`src/rtl/collision_detect.sv`:
```
// collision_detect: per-frame ball collision and scoring detector feeding ball_movement.
// On each frame tick in PLAY it checks the ball against both paddles, the top/bottom
// walls and the goal edges, and emits registered one-cycle event pulses. Paddle and
// wall events each have a hold-off counter so one overlap is not reported repeatedly.
// A serve/play FSM gates evaluation and a saturating rally counter tracks paddle hits.
// Optional feature macro: COLLIDE_SCORE_EN (goal detection and the WAIT/serve flow).
// Without it the block comes out of reset already playing and never scores.
module collision_detect #(
    parameter int SCREEN_W  = 640,
    parameter int SCREEN_H  = 480,
    parameter int BALL_SIZE = 8,
    parameter int PADDLE_W  = 8,
    parameter int PADDLE_H  = 64,
    parameter int PADDLE_LX = 16,
    parameter int PADDLE_RX = 616,
    parameter int COOLDOWN  = 4
) (
    input  logic       clk,
    input  logic       reset,
    input  logic       tick,
    input  logic       serve,
    input  logic [9:0] bx,
    input  logic [8:0] by,
    input  logic       bx_dir,
    input  logic       by_dir,
    input  logic [8:0] pl_y,
    input  logic [8:0] pr_y,
    output logic       paddle_collision,
    output logic       paddle_side,
    output logic       wall_collision,
    output logic       score_left,
    output logic       score_right,
    output logic       playing,
    output logic [7:0] rally_count
);

    typedef enum logic {
        WAIT = 1'b0,
        PLAY = 1'b1
    } state_t;

`ifdef COLLIDE_SCORE_EN
    localparam state_t RESET_STATE = WAIT;
`else
    localparam state_t RESET_STATE = PLAY;
`endif

    // The event tick itself is the first suppressed tick, so the counter is loaded
    // with COOLDOWN-1: the same event type is masked on the following COOLDOWN-1 ticks
    // and can fire again on the COOLDOWN-th tick after the event.
    localparam int CNT_W = $clog2(COOLDOWN + 1);
    localparam logic [CNT_W-1:0] CD_LOAD = CNT_W'(COOLDOWN - 1);

    // All geometry is compared one bit wider than the inputs so sums cannot wrap.
    logic [10:0] bx_w, bx_end;
    logic [9:0]  by_w, by_end, pl_top, pl_bot, pr_top, pr_bot;
    logic        left_hit, right_hit, wall_hit;

    assign bx_w   = {1'b0, bx};
    assign bx_end = bx_w + 11'(BALL_SIZE);
    assign by_w   = {1'b0, by};
    assign by_end = by_w + 10'(BALL_SIZE);
    assign pl_top = {1'b0, pl_y};
    assign pl_bot = pl_top + 10'(PADDLE_H);
    assign pr_top = {1'b0, pr_y};
    assign pr_bot = pr_top + 10'(PADDLE_H);

    assign left_hit  = !bx_dir && (bx_w <= 11'(PADDLE_LX + PADDLE_W)) && (bx_end > 11'(PADDLE_LX))
                       && (by_end > pl_top) && (by_w < pl_bot);
    assign right_hit = bx_dir && (bx_end >= 11'(PADDLE_RX)) && (bx_w < 11'(PADDLE_RX + PADDLE_W))
                       && (by_end > pr_top) && (by_w < pr_bot);
    assign wall_hit  = (!by_dir && (by == 9'd0)) || (by_dir && (by_end >= 10'(SCREEN_H)));

`ifdef COLLIDE_SCORE_EN
    logic exit_left, exit_right;
    assign exit_left  = !bx_dir && (bx == 10'd0);
    assign exit_right = bx_dir && (bx_end >= 11'(SCREEN_W));
`endif

    state_t           state_reg, state_next;
    logic [CNT_W-1:0] cd_pad_reg, cd_pad_next, cd_wall_reg, cd_wall_next;
    logic             paddle_collision_reg, paddle_collision_next;
    logic             paddle_side_reg, paddle_side_next;
    logic             wall_collision_reg, wall_collision_next;
    logic             score_left_reg, score_left_next;
    logic             score_right_reg, score_right_next;
    logic [7:0]       rally_reg, rally_next;
    logic             clear, eval, pad_ev, wall_ev;

    // Next-state, cooldown, rally and pulse logic; evaluation only on PLAY ticks.
    always_comb begin
        state_next            = state_reg;
        cd_pad_next           = cd_pad_reg;
        cd_wall_next          = cd_wall_reg;
        paddle_collision_next = 1'b0;
        paddle_side_next      = paddle_side_reg;
        wall_collision_next   = 1'b0;
        score_left_next       = 1'b0;
        score_right_next      = 1'b0;
        rally_next            = rally_reg;
        clear                 = 1'b0;
        eval                  = 1'b0;

        case (state_reg)
            WAIT: begin
                // A tick arriving together with serve is dropped.
                if (serve) begin
                    state_next = PLAY;
                    clear      = 1'b1;
                end
            end
            PLAY: begin
`ifdef COLLIDE_SCORE_EN
                eval = tick;
`else
                if (serve) begin
                    clear = 1'b1;
                end else begin
                    eval = tick;
                end
`endif
            end
            default: state_next = RESET_STATE;
        endcase

        pad_ev  = eval && (left_hit || right_hit) && (cd_pad_reg == '0);
        wall_ev = eval && wall_hit && (cd_wall_reg == '0);

        if (clear) begin
            rally_next   = 8'd0;
            cd_pad_next  = '0;
            cd_wall_next = '0;
        end

        if (eval) begin
            cd_pad_next  = pad_ev ? CD_LOAD
                         : ((cd_pad_reg != '0) ? cd_pad_reg - CNT_W'(1) : '0);
            cd_wall_next = wall_ev ? CD_LOAD
                         : ((cd_wall_reg != '0) ? cd_wall_reg - CNT_W'(1) : '0);
            paddle_collision_next = pad_ev;
            wall_collision_next   = wall_ev;
            if (pad_ev) begin
                paddle_side_next = right_hit;
                if (rally_reg != 8'hFF) begin
                    rally_next = rally_reg + 8'd1;
                end
            end
`ifdef COLLIDE_SCORE_EN
            // A paddle overlap on the same tick wins over a goal exit.
            score_left_next  = exit_right && !(left_hit || right_hit);
            score_right_next = exit_left && !(left_hit || right_hit);
            if (score_left_next || score_right_next) begin
                state_next = WAIT;
            end
`endif
        end
    end

    // State and output registers with synchronous reset.
    always_ff @(posedge clk) begin
        if (reset) begin
            state_reg            <= RESET_STATE;
            cd_pad_reg           <= '0;
            cd_wall_reg          <= '0;
            paddle_collision_reg <= 1'b0;
            paddle_side_reg      <= 1'b0;
            wall_collision_reg   <= 1'b0;
            score_left_reg       <= 1'b0;
            score_right_reg      <= 1'b0;
            rally_reg            <= 8'd0;
        end else begin
            state_reg            <= state_next;
            cd_pad_reg           <= cd_pad_next;
            cd_wall_reg          <= cd_wall_next;
            paddle_collision_reg <= paddle_collision_next;
            paddle_side_reg      <= paddle_side_next;
            wall_collision_reg   <= wall_collision_next;
            score_left_reg       <= score_left_next;
            score_right_reg      <= score_right_next;
            rally_reg            <= rally_next;
        end
    end

    assign paddle_collision = paddle_collision_reg;
    assign paddle_side      = paddle_side_reg;
    assign wall_collision   = wall_collision_reg;
    assign score_left       = score_left_reg;
    assign score_right      = score_right_reg;
    assign playing          = (state_reg == PLAY);
    assign rally_count      = rally_reg;

endmodule

```
`config.mk`:
```
export PLATFORM = sky130hd
export DESIGN_NAME = collision_detect
export DESIGN_NICKNAME = d
export VERILOG_FILES = /design/src/rtl/collision_detect.sv
export SDC_FILE = /design/constraint.sdc
export NUM_CORES = 1
export LEC_CHECK = 0
export ABC_AREA = 1
export CAP_MARGIN = 25
export CORE_MARGIN = 5
export CORE_UTILIZATION = 60
export DETAILED_ROUTE_END_ITERATION = 6
export DONT_BUFFER_PORTS = 1
export GPL_TIMING_DRIVEN = 0
export PLACE_DENSITY = 0.87
export SLEW_MARGIN = 20
export SYNTH_ARGS = -nofsm -noshare
export SYNTH_HDL_FRONTEND = slang
export SYNTH_SLANG_ARGS = --single-unit
```
`constraint.sdc`:
```
create_clock -name clk -period 4.9 [get_ports clk]
set_input_delay 0.49 -clock clk [delete_from_list [all_inputs] [get_ports clk]]
set_output_delay 0.49 -clock clk [all_outputs]
set_load 0.02 [all_outputs]
```
==> results.tsv <==
metric	value	unit
drt_first_iter_violations	113	
cp.arrival	2.67	ns
setup_viol	0	
row_count	23	
coreArea	3940	um^2
crit_path_end_kind	register	
cts_resized	0	
period_share	50.5	%
layout_commonest_cell	nand2_1	
die_h	73.2	um
syn_area_per_cell	6.43	um^2
antenna_found_initial	0	
drive_above_1_share	6.61	%
finalSetupTns	0	ns
async_flop_share	0	%
wl_per_cell	12.6	um
sequentialPowerShare	37.1	%
grt_max_degree	11	
cp_max_fo	10	
worst_ep_required_time	5.09	ns
gp_congestion	0.844	
p_switching	0.130	mW
layout_min_cycle_time	2.48	ns
synth-edff-count	0	
detail-route-antenna-nets	0	
cts-root-buf	clkbuf_8	
power.leakage	1.30	nW
clockPowerShare	30.9	%
fmax	404	MHz
layout_common_cells	nand2_1 (86), inv_1 (60), ha_1 (42), nor2_1 (37)	
critPathKind	in -> reg	
vias_per_cell	5.39	
maxCapViolCount	0	
netlist_instances	373	
diodes	0	
initial_core_util	60.9	%
hold_viol	0	
nNetsFinal	464	
syn_area	2400	um^2
yosysWarnings	0	
skew	0.0120	ns
numCtsBuffers	3	
cts_tree	built	
swShare	32.5	%
hold_path_class	in -> reg	
clk_pin_slew	0.08	ns
dr.pass1.iters	4	
powerDensity	159	nW/um^2
holdWs	0.397	ns
drc	0	
p_comb_share	32.1	%
fillers	370	
ir_drop	0.111	mV
ys_types	37	
route.vias.total	2306	
outcome	finished, final reports clean	
dieArea	5360	um^2
grt.total_usage	21.3	%
synth_flop_cell	dfxtp_1	
worstSetupStartpointType	primary input	
drt-total-wl	5.40	mm
dieWidth	73.2	um
ys_seq_area_share	15.0	%
gr-total-overflow	0	
first_global_vias	2275	
grt_pass1_wl	9.36	mm
dp_hpwl	4.46	mm
place_inst	424	
insertion_delay	0.26	ns
maxSlewViolCount	0	
port_buffers	0	
synth-seq-cells	18	
areaGrowthSynthToFinish	5.06	%
finalNonFillerCells	428	
regToRegSetupSlack	2.77	ns
hold_buffers	0	
final_core_util	63.9	%
post-cts-setup-buffers	0	
cts_sinks	18	
max-clock-path-buffers	2	
h-tree-depth	1	
p_int	0.271	mW
rsz0062_at_grt	no	
io_pins	57	
largest_reg_flops	8	
logic make-up after synthesis:
family	count (synthesis)	synth area share, %
compound gates	47	11.2
xor+xnor	12	4.38
fa+ha+maj	42	21.9
buf+inv	67	11.4
flops	18	15.0
other cells	1	0.156
simple gates	186	35.9
path summary, 6_finish.rpt:
check	startpoint	to	depth (start not counted)
setup reg to reg	rally_count[1]$_SDFF_PP0_	rally_count[3]$_SDFF_PP0_	11
setup / recovery	by[3]	paddle_side$_SDFFE_PP0P_	17
hold reg to reg	cd_pad_reg[2]$_SDFFE_PP0P_	cd_pad_reg[2]$_SDFFE_PP0P_	2
hold / removal	serve	rally_count[6]$_SDFF_PP0_	3
through the flow:
step / total power, mW / cell area (um^2) / setup WS [ns]
floorplan: 0.257 / 2400 / 2.45
global placement: 0.274 / 2470 / 2.25
detailed placement: 0.281 / 2470 / 2.18
CTS: 0.404 / 2520 / 2.43
global route: 0.431 / 2520 / 2.21
finish: 0.402 / 2520 / 2.42
critical path, cell delays in order:
cell and delay (ns):
ha_1 0.26, nand3_1 0.12, xor2_1 0.14, inv_1 0.08, ha_1 0.30, nand2_1 0.08, inv_1 0.06, nand3_1 0.09
nand3b_1 0.17, a21oi_1 0.15, nand2_1 0.11, nand2_4 0.14, nand3_4 0.10, buf_8 0.17, nand2_2 0.05, nand2_1 0.05
nor2_2 0.08
final cells by class:
type	count	area [um^2]	area share, %
Buffer	5	41.3	1.64
Clock buffer	4	55.1	2.18
Inverter	62	233	9.23
Multi-Input combinational cell	289	1770	70.2
Sequential cell	18	360	14.3
Tap cell	50	62.6	2.48
power groups by stage:
stage	logic [mW]	registers, mW	clock network, mW
6_report	0.129	0.149	0.124
4_1_cts	0.129	0.149	0.126
5_1_grt	0.150	0.149	0.132
3_3_place_gp	0.122	0.152	0
3_5_place_dp	0.128	0.152	0
2_1_floorplan	0.105	0.152	0
cells in the mapped netlist (5+ instances only):
master	count	area [um^2]
ha_1	42	526
nor2_1	37	139
inv_1	60	225
nand4_1	11	68.8
dfxtp_1	18	360
nor3_1	6	30.0
xnor2_1	7	61.3
xor2_1	5	43.8
o21ai_0	13	65.1
nand2_1	86	323
a21oi_1	24	120
nand3_1	24	120
metal layers:
metal  GRT usage, %  up-vias  wire length, um
met3           4.68        4              312
li1               -     1224                -
met2           38.7       54             2720
met5              0        -                0
met4           2.46        0               23
met1           26.1     1024             2340
(Power assumes the default switching activity.)
